==> src/rtl/mem_port_arbiter_if.sv <==
// Request/grant handshakes for fetch, data and DMA requesters plus the
// memory-side address/data/enable bundle driven by mem_port_arbiter.
interface mem_port_arbiter_if #(
  parameter int ADDR_W = 12,
  parameter int DATA_W = 16
);
  logic              if_req;
  logic [ADDR_W-1:0] if_addr;
  logic              if_gnt;
  logic              if_rvalid;

  logic              dm_req;
  logic              dm_we;
  logic [ADDR_W-1:0] dm_addr;
  logic [DATA_W-1:0] dm_wdata;
  logic              dm_gnt;
  logic              dm_rvalid;

  logic              dma_req;
  logic              dma_we;
  logic [ADDR_W-1:0] dma_addr;
  logic [DATA_W-1:0] dma_wdata;
  logic              dma_gnt;
  logic              dma_rvalid;

  logic [DATA_W-1:0] rdata;
  logic              busy;

  logic [ADDR_W-1:0] mem_address;
  logic [DATA_W-1:0] mem_data_in;
  logic              mem_write_enable;
  logic [DATA_W-1:0] mem_data_out;

  // Arbiter side: sees requests and memory read data, drives everything else.
  modport slave (
    input  if_req, if_addr,
    input  dm_req, dm_we, dm_addr, dm_wdata,
    input  dma_req, dma_we, dma_addr, dma_wdata,
    input  mem_data_out,
    output if_gnt, if_rvalid, dm_gnt, dm_rvalid, dma_gnt, dma_rvalid,
    output rdata, busy, mem_address, mem_data_in, mem_write_enable
  );

  modport master (
    output if_req, if_addr,
    output dm_req, dm_we, dm_addr, dm_wdata,
    output dma_req, dma_we, dma_addr, dma_wdata,
    output mem_data_out,
    input  if_gnt, if_rvalid, dm_gnt, dm_rvalid, dma_gnt, dma_rvalid,
    input  rdata, busy, mem_address, mem_data_in, mem_write_enable
  );
endinterface

==> src/rtl/mem_port_arbiter.sv <==
// Shares the single-port program/data memory between fetch, data and DMA.
// One access per two-cycle window; fixed priority dm > if > dma with DMA aging.
module mem_port_arbiter #(
  parameter int ADDR_W       = 12,
  parameter int DATA_W       = 16,
  parameter int STARVE_LIMIT = 8
) (
  input logic               clk,
  input logic               reset,
  mem_port_arbiter_if.slave bus
);
  typedef enum logic {IDLE, ACCESS} state_t;
  typedef enum logic [1:0] {SRC_NONE, SRC_IF, SRC_DM, SRC_DMA} src_t;

  localparam logic [7:0] LIMIT = 8'(STARVE_LIMIT);

  state_t            state_q, state_d;
  src_t              owner_q, owner_d;
  src_t              winner;
  logic [7:0]        starve_q, starve_d;
  logic [2:0]        gnt_q, gnt_d;
  logic [2:0]        rvalid_q, rvalid_d;
  logic [DATA_W-1:0] rdata_q, rdata_d;
  logic [DATA_W-1:0] wdata_q, wdata_d;
  logic [ADDR_W-1:0] addr_q, addr_d;
  logic              we_q, we_d;
  logic              busy_q, busy_d;

  // A starved DMA overrides the normal priority order.
  always_comb begin
    winner = SRC_NONE;
    if (bus.dma_req && starve_q == LIMIT) winner = SRC_DMA;
    else if (bus.dm_req)                  winner = SRC_DM;
    else if (bus.if_req)                  winner = SRC_IF;
    else if (bus.dma_req)                 winner = SRC_DMA;
  end

  always_comb begin
    state_d  = state_q;
    owner_d  = owner_q;
    starve_d = starve_q;
    gnt_d    = 3'b000;
    rvalid_d = 3'b000;
    rdata_d  = rdata_q;
    addr_d   = addr_q;
    wdata_d  = wdata_q;
    we_d     = 1'b0;
    busy_d   = 1'b0;

    if (!bus.dma_req) starve_d = 8'd0;

    case (state_q)
      IDLE: begin
        if (winner != SRC_NONE) begin
          state_d = ACCESS;
          owner_d = winner;
          busy_d  = 1'b1;
          if (bus.dma_req) begin
            if (winner == SRC_DMA)      starve_d = 8'd0;
            else if (starve_q == LIMIT) starve_d = starve_q;
            else                        starve_d = starve_q + 8'd1;
          end
          case (winner)
            SRC_IF: begin
              addr_d   = bus.if_addr;
              wdata_d  = '0;
              gnt_d[0] = 1'b1;
            end
            SRC_DM: begin
              addr_d   = bus.dm_addr;
              we_d     = bus.dm_we;
              wdata_d  = bus.dm_we ? bus.dm_wdata : '0;
              gnt_d[1] = 1'b1;
            end
            SRC_DMA: begin
              addr_d   = bus.dma_addr;
              we_d     = bus.dma_we;
              wdata_d  = bus.dma_we ? bus.dma_wdata : '0;
              gnt_d[2] = 1'b1;
            end
            default: ;
          endcase
        end
      end
      ACCESS: begin
        state_d = IDLE;
        owner_d = SRC_NONE;
        // The write commits at this edge inside the memory; only reads return data.
        if (!we_q) begin
          rdata_d = bus.mem_data_out;
          case (owner_q)
            SRC_IF:  rvalid_d[0] = 1'b1;
            SRC_DM:  rvalid_d[1] = 1'b1;
            SRC_DMA: rvalid_d[2] = 1'b1;
            default: ;
          endcase
        end
      end
      default: state_d = IDLE;
    endcase
  end

  always_ff @(posedge clk or posedge reset) begin
    if (reset) begin
      state_q  <= IDLE;
      owner_q  <= SRC_NONE;
      starve_q <= 8'd0;
      gnt_q    <= 3'b000;
      rvalid_q <= 3'b000;
      rdata_q  <= '0;
      addr_q   <= '0;
      wdata_q  <= '0;
      we_q     <= 1'b0;
      busy_q   <= 1'b0;
    end else begin
      state_q  <= state_d;
      owner_q  <= owner_d;
      starve_q <= starve_d;
      gnt_q    <= gnt_d;
      rvalid_q <= rvalid_d;
      rdata_q  <= rdata_d;
      addr_q   <= addr_d;
      wdata_q  <= wdata_d;
      we_q     <= we_d;
      busy_q   <= busy_d;
    end
  end

  assign bus.if_gnt           = gnt_q[0];
  assign bus.dm_gnt           = gnt_q[1];
  assign bus.dma_gnt          = gnt_q[2];
  assign bus.if_rvalid        = rvalid_q[0];
  assign bus.dm_rvalid        = rvalid_q[1];
  assign bus.dma_rvalid       = rvalid_q[2];
  assign bus.rdata            = rdata_q;
  assign bus.busy             = busy_q;
  assign bus.mem_address      = addr_q;
  assign bus.mem_data_in      = wdata_q;
  assign bus.mem_write_enable = we_q;
endmodule

==> src/flat_wrapper.sv <==
// flat-port wrapper written by rule: the top's interface ports become plain ports
module mem_port_arbiter_flat 
#(
  parameter int ADDR_W       = 12,
  parameter int DATA_W       = 16,
  parameter int STARVE_LIMIT = 8
)
  (clk, reset, bus_if_req, bus_if_addr, bus_dm_req, bus_dm_we, bus_dm_addr, bus_dm_wdata, bus_dma_req, bus_dma_we, bus_dma_addr, bus_dma_wdata, bus_mem_data_out, bus_if_gnt, bus_if_rvalid, bus_dm_gnt, bus_dm_rvalid, bus_dma_gnt, bus_dma_rvalid, bus_rdata, bus_busy, bus_mem_address, bus_mem_data_in, bus_mem_write_enable);
  mem_port_arbiter_if #(.ADDR_W(ADDR_W), .DATA_W(DATA_W)) bus_i ();
  input logic clk;
  input logic reset;
  input wire logic [$bits(bus_i.if_req)-1:0] bus_if_req;
  input wire logic [$bits(bus_i.if_addr)-1:0] bus_if_addr;
  input wire logic [$bits(bus_i.dm_req)-1:0] bus_dm_req;
  input wire logic [$bits(bus_i.dm_we)-1:0] bus_dm_we;
  input wire logic [$bits(bus_i.dm_addr)-1:0] bus_dm_addr;
  input wire logic [$bits(bus_i.dm_wdata)-1:0] bus_dm_wdata;
  input wire logic [$bits(bus_i.dma_req)-1:0] bus_dma_req;
  input wire logic [$bits(bus_i.dma_we)-1:0] bus_dma_we;
  input wire logic [$bits(bus_i.dma_addr)-1:0] bus_dma_addr;
  input wire logic [$bits(bus_i.dma_wdata)-1:0] bus_dma_wdata;
  input wire logic [$bits(bus_i.mem_data_out)-1:0] bus_mem_data_out;
  output wire logic [$bits(bus_i.if_gnt)-1:0] bus_if_gnt;
  output wire logic [$bits(bus_i.if_rvalid)-1:0] bus_if_rvalid;
  output wire logic [$bits(bus_i.dm_gnt)-1:0] bus_dm_gnt;
  output wire logic [$bits(bus_i.dm_rvalid)-1:0] bus_dm_rvalid;
  output wire logic [$bits(bus_i.dma_gnt)-1:0] bus_dma_gnt;
  output wire logic [$bits(bus_i.dma_rvalid)-1:0] bus_dma_rvalid;
  output wire logic [$bits(bus_i.rdata)-1:0] bus_rdata;
  output wire logic [$bits(bus_i.busy)-1:0] bus_busy;
  output wire logic [$bits(bus_i.mem_address)-1:0] bus_mem_address;
  output wire logic [$bits(bus_i.mem_data_in)-1:0] bus_mem_data_in;
  output wire logic [$bits(bus_i.mem_write_enable)-1:0] bus_mem_write_enable;
  assign bus_i.if_req = bus_if_req;
  assign bus_i.if_addr = bus_if_addr;
  assign bus_i.dm_req = bus_dm_req;
  assign bus_i.dm_we = bus_dm_we;
  assign bus_i.dm_addr = bus_dm_addr;
  assign bus_i.dm_wdata = bus_dm_wdata;
  assign bus_i.dma_req = bus_dma_req;
  assign bus_i.dma_we = bus_dma_we;
  assign bus_i.dma_addr = bus_dma_addr;
  assign bus_i.dma_wdata = bus_dma_wdata;
  assign bus_i.mem_data_out = bus_mem_data_out;
  assign bus_if_gnt = bus_i.if_gnt;
  assign bus_if_rvalid = bus_i.if_rvalid;
  assign bus_dm_gnt = bus_i.dm_gnt;
  assign bus_dm_rvalid = bus_i.dm_rvalid;
  assign bus_dma_gnt = bus_i.dma_gnt;
  assign bus_dma_rvalid = bus_i.dma_rvalid;
  assign bus_rdata = bus_i.rdata;
  assign bus_busy = bus_i.busy;
  assign bus_mem_address = bus_i.mem_address;
  assign bus_mem_data_in = bus_i.mem_data_in;
  assign bus_mem_write_enable = bus_i.mem_write_enable;
  mem_port_arbiter #(.ADDR_W(ADDR_W), .DATA_W(DATA_W), .STARVE_LIMIT(STARVE_LIMIT)) u_core (.clk(clk), .reset(reset), .bus(bus_i));
endmodule
==> config.mk <==
export PLATFORM = sky130hd
export DESIGN_NAME = mem_port_arbiter_flat
export DESIGN_NICKNAME = d
export VERILOG_FILES = /design/src/rtl/mem_port_arbiter_if.sv /design/src/rtl/mem_port_arbiter.sv /design/src/flat_wrapper.sv
export SDC_FILE = /design/constraint.sdc
export NUM_CORES = 1
export LEC_CHECK = 0
export CORE_ASPECT_RATIO = 0.5
export CORE_MARGIN = 1
export CORE_UTILIZATION = 35
export CTS_BUF_LIST = sky130_fd_sc_hd__clkbuf_4 sky130_fd_sc_hd__clkbuf_8 sky130_fd_sc_hd__clkbuf_16
export CTS_CLUSTER_SIZE = 16
export DETAILED_ROUTE_END_ITERATION = 8
export GPL_TIMING_DRIVEN = 0
export PLACE_DENSITY = 0.83
export SLEW_MARGIN = 20
export SYNTH_ARGS = -nofsm -noshare
export SYNTH_HDL_FRONTEND = slang
export SYNTH_SLANG_ARGS = --single-unit
==> constraint.sdc <==
create_clock -name clk -period 2.77 [get_ports clk]
set_input_delay 0.277 -clock clk [delete_from_list [all_inputs] [get_ports clk]]
set_output_delay 0.277 -clock clk [all_outputs]
set_load 0.05 [all_outputs]
# ---- After elaboration in Yosys (flattened, before gate mapping)
# Index checks and enable logic that the tools add are counted.
dict set report word_totals {
  reg_bits 63
  latch_bits 0
  mem_bits_rw 0
  rom_bits 0
  memories 0
}
dict set report op_classes {
  addsub 1
  n_mul 0
  div_mod_pow 0
  n_lt_le_gt_ge 0
  eq_ne 9
  n_shift 0
  n_mux 32
  bitwise 2
  n_reduce_logical 5
}
# cell count
set op_table {}
lappend op_table {{8-bit 2-to-1 mux} 6}
lappend op_table {{16-bit case mux with 3 select lines} 1}
lappend op_table {{12-bit case mux with 3 select lines} 1}
lappend op_table {{16-bit 2-to-1 mux} 2}
lappend op_table {{3-bit 2-to-1 mux} 4}
lappend op_table {{1-bit 2-to-1 mux} 10}
lappend op_table {{2-bit 2-to-1 mux} 5}
lappend op_table {{8-bit by 1-bit adder with 8-bit output, second input constant} 1}
lappend op_table {{2-bit equality test, second input constant} 4}
lappend op_table {{8-bit by 4-bit equality test with 1-bit output, second input constant} 1}
lappend op_table {{5-bit by 4-bit inequality test with 1-bit output, second input constant} 1}
lappend op_table {{2-bit by 1-bit equality test with 1-bit output, second input constant} 2}
lappend op_table {{1-bit case mux with 2 select lines} 2}
lappend op_table {{2-bit case mux with 2 select lines} 1}
lappend op_table {{3-bit AND reduction} 1}
lappend op_table {{3-bit nonzero test} 1}
lappend op_table {{2-bit by 1-bit inequality test with 1-bit output, second input constant} 1}
lappend op_table {{1-bit inverter} 2}
lappend op_table {{2-bit AND reduction} 1}
lappend op_table {{2-bit nonzero test} 1}
lappend op_table {{1-bit logical AND} 1}

# ---- Longest topological paths before layout
dict set report logic_depth {
  ltp_word 9
  ltp_mapped 9
  depth_no_buf 6
}

# ---- Worst setup path after synthesis
# OpenSTA, ideal clock, no wires.
dict set report synth_path {
  path_kind {reg-to-reg}
  start {reg, netlist name u_core.bus.busy}
  end {reg u_core.rdata_q[0] (netlist: u_core.bus.rdata[0])}
  setup_ns 0.125
  t_arrival_ns 1.944
  required_ns 2.645
  setup_slack_ns 0.701
  path_stages_with_launch 6
  n_path_buf 3
  synth_period_minus_slack_ns 2.069
  path_cell_list {dfrtp_1 -> buf_2 -> nor2b_1 -> clkbuf_1 -> buf_2 -> mux2_2}
}
# item line_no
set synth_lines {}
lappend synth_lines {{end signal: assignment} mem_port_arbiter.sv:121} ;# rdata_q <= rdata_d;
lappend synth_lines {{end: declaration} mem_port_arbiter.sv:23} ;# logic [DATA_W-1:0] rdata_q, rdata_d;

# ---- Worst setup path in the final report
dict set report layout_path {
  start {reg u_core.starve_q[0]}
  end {reg u_core.wdata_q[12] (netlist: u_core.bus.mem_data_in[12])}
}
dict set report layout_between {
  elab_chain_len 6
}
# item line_no
set layout_lines {}
lappend layout_lines {{start: declaration} mem_port_arbiter.sv:20} ;# logic [7:0] starve_q, starve_d;
lappend layout_lines {{start signal: assignment} mem_port_arbiter.sv:118} ;# starve_q <= starve_d;
lappend layout_lines {{8-bit by 4-bit equality test with 1-bit output *} mem_port_arbiter.sv:32} ;# if (bus.dma_req && starve_q == LIMIT) winner = SRC_DMA;
lappend layout_lines {{1-bit logical AND *} mem_port_arbiter.sv:32}
lappend layout_lines {{2-bit 2-to-1 mux *} mem_port_arbiter.sv:32}
lappend layout_lines {{2-bit by 1-bit equality test with 1-bit output or 2-bit equality test (tied branches)} mem_port_arbiter.sv:63} ;# case (winner)
lappend layout_lines {{3-bit nonzero test (no source line)} n/a}
lappend layout_lines {{3-bit AND reduction (no source line)} n/a}
lappend layout_lines {{end signal: assignment} mem_port_arbiter.sv:123} ;# wdata_q <= wdata_d;
lappend layout_lines {{end: declaration} mem_port_arbiter.sv:24} ;# logic [DATA_W-1:0] wdata_q, wdata_d;
# Mark *: on every way between the ends. The rest lies on a longest branch, timed or not.
# A chain may end at the register's enable or synchronous reset.

==> metrics.cfg <==
[clocking]
clkTransAtPathRegs_ps = 50
clockRootBuffer = clkbuf_16
clk_latency_ps = 330
cts_buffer_depth = 2
holdBufCountCts = 0
ctsResizeCount = 0
cts_tree = yes
post-cts-setup-buffers = 0
clock_sink_count = 62
htreeDepth = 3
cts_buffers = 9

[power_and_ir_drop]
irDropWorstVdd_mv = 0.388
p_leak_uw = 0.00194
power_uw = 3530
p_per_area_nw_per_um2 = 757

[detailed_routing]
num_vias = 2545
drc = 0
wire_per_inst_um = 15.4
vias_per_cell = 4.97
drtIter0Drc = 120
drtPass1Iterations = 4
postRouteAntennaNets = 0
routed_wirelength_um = 7910

[place]
io_buffer_count = 142
hpwl_um = 5870
gp_congestion = 0.827
post-place-ws_ps = 307

[outcome]
status = finished clean

[worst_setup_path]
ff2ff_path_depth = 9
critPathCaptureType = register
critPathMaxFanout = 10
crit_path_start_kind = register
worstSetupPathType = register to register
arrival_ps = 2490
required_ps = 2980

[logic_synthesis]
synth_top_family_by_area = compound AO/OA/AOI/OAI gates
synth_edf_count = 0
ys_seq_area_share_pct = 55.6
synth_xor_area_share_pct = 1.57
ys_warn_count = 0
syn_area_um2 = 2790
yosys_most_used_dff = dfrtp_1
async_reset_ff_share_pct = 100
synthMuxAreaShare_pct = 6.81
synth-simple-area-share_pct = 14.0
synth_area_leaders = dfrtp_1 56%, mux2_2 6.5%, a221o_1 5.7%
synth.ff_latch_count = 62
synth_common_cells = 62 x dfrtp_1, 23 x nor2_1, 18 x and2_1
syn_avg_cell_area_um2 = 11.4
syn_nets = 339
synthAdderAreaFrac_pct = 0.896
synth_area_leader_cell = dfrtp_1
synth_top_area_share_pct = 55.6
synthCells = 246
yosysMostFrequentCell = dfrtp_1
ys_types = 36
synth_compound_area_share_pct = 17.2

[global_routing]
grt_max_degree = 50
grt_pass1_vias = 2618
grt_busiest_layer = met2
grt_pass1_wl_um = 12800
grt_use_total_pct = 20.4
globalRouteMet2Util_pct = 36.0
met1_usage_pct = 22.8
antenna_found_initial = 0
use_met3_pct = 6.84
grt-ovfl-total = 0

[cells_and_area]
syn2layout_area_growth_pct = 66.8
postLayoutCoreUtil_pct = 62.0
layout-drive-gt1-share_pct = 11.4
layout.nets = 493
antenna_cells = 0

[timing]
whs_ps = 214
fmax_mhz = 437
fin_ws_ps = 482
rsz0062_at_grt = no
slew_violations = 0
finalCritPeriodShare_pct = 82.6
setup_tns_ps = 0
clock_skew_ps = 4.03
worst_pin_slew_ps = 588
finalCriticalPeriod_ps = 2290
setup_viol = 0
hold_viol_final = 0
relSlewSlack_pct = 60.8

[floorplanning]
die_w_um = 128
initial_core_util_pct = 37.2
fp.dieArea_um2 = 8360
ios = 143
core_um2 = 7510
row_count = 22
fp.dieH_um = 65.2

[min_path]
worstHoldPathType = input pin to asynchronous set/reset pin

[run]
drv_cap = 0

==> state kept, by name, summed over array words and instances (netlist names), 2 cells and up <==
| name | flops |
|---|---|
| u_core.bus.rdata | 16 |
| u_core.bus.mem_address | 12 |
| u_core.starve_q | 8 |
| u_core.rvalid_q | 3 |
| u_core.gnt_q | 3 |
| u_core.owner_q | 2 |
| u_core.bus.mem_data_in | 16 |
==> layer usage <==
metal  share of wire [%]  up-vias
li1                    -     1208
met1                  40     1232
met2                  51       85
met3                 6.0       20
met4                 2.9        0
met5                   0        -
==> cell families after synthesis <==
logic type	Yosys count
simple gates	73
compound gates	65
flops	62
buf+inv	22
mux	17
xor+xnor	5
fa+ha+maj	2
==> report_power, final <==
part / switching (uW) / internal [uW]
registers: 87.1 / 1060
logic: 812 / 516
clock network: 372 / 677
==> worst max-delay path, cell delays in order (launching register included) <==
cell and delay, ps:
dfrtp_1 460, inv_1 80, ha_1 210, and4b_4 200, buf_6 120, a22o_4 280, and3b_1 190, buf_6 130
buf_6 140, a221o_1 360
==> placed cells by master (no fill, tap or decap), drive strengths merged, types with 6 or more instances in the layout <==
master / count
clkdlybuf4s50: 142
dfrtp: 62
nor2: 23
clkbuf: 23
and2: 18
a221o: 16
mux2: 16
a21oi: 14
o21ai: 14
a221oi: 13
nand2: 8
buf: 8
nor2b: 6
inv: 6
==> per-stage QoR <==
step / cell area [um2] / cells
finish: 4660 / 512
global placement: 4350 / 496
floorplan: 2790 / 246
global route: 4660 / 512
CTS: 4660 / 512
detailed placement: 4380 / 497
==> final timing paths <==
path,start,end,slack (ps)
worst max-delay path,u_core.starve_q[0],u_core.bus.mem_data_in[12],480
min in group clk,u_core.owner_q[0],u_core.rvalid_q[1],470
worst min register to register,u_core.owner_q[0],u_core.rvalid_q[1],470
worst max register to register,u_core.starve_q[0],u_core.bus.mem_data_in[12],480
worst min-delay path,reset,u_core.bus.mem_data_in[12],210
max in group asynchronous,reset,u_core.starve_q[2],2070
==> layout make-up <==
| cell class | instances | area, um2 |
|---|---|---|
| Timing Repair Buffer | 143 | 1450 |
| Buffer | 16 | 87.6 |
| Tap cell | 108 | 135 |
| Clock inverter | 1 | 5.00 |
| Inverter | 6 | 25.0 |
| Multi-Input combinational cell | 162 | 1130 |
| Clock buffer | 14 | 275 |
| Sequential cell | 62 | 1550 |
| Fill cell | 611 | 2860 |
(Power assumes the default switching activity.)
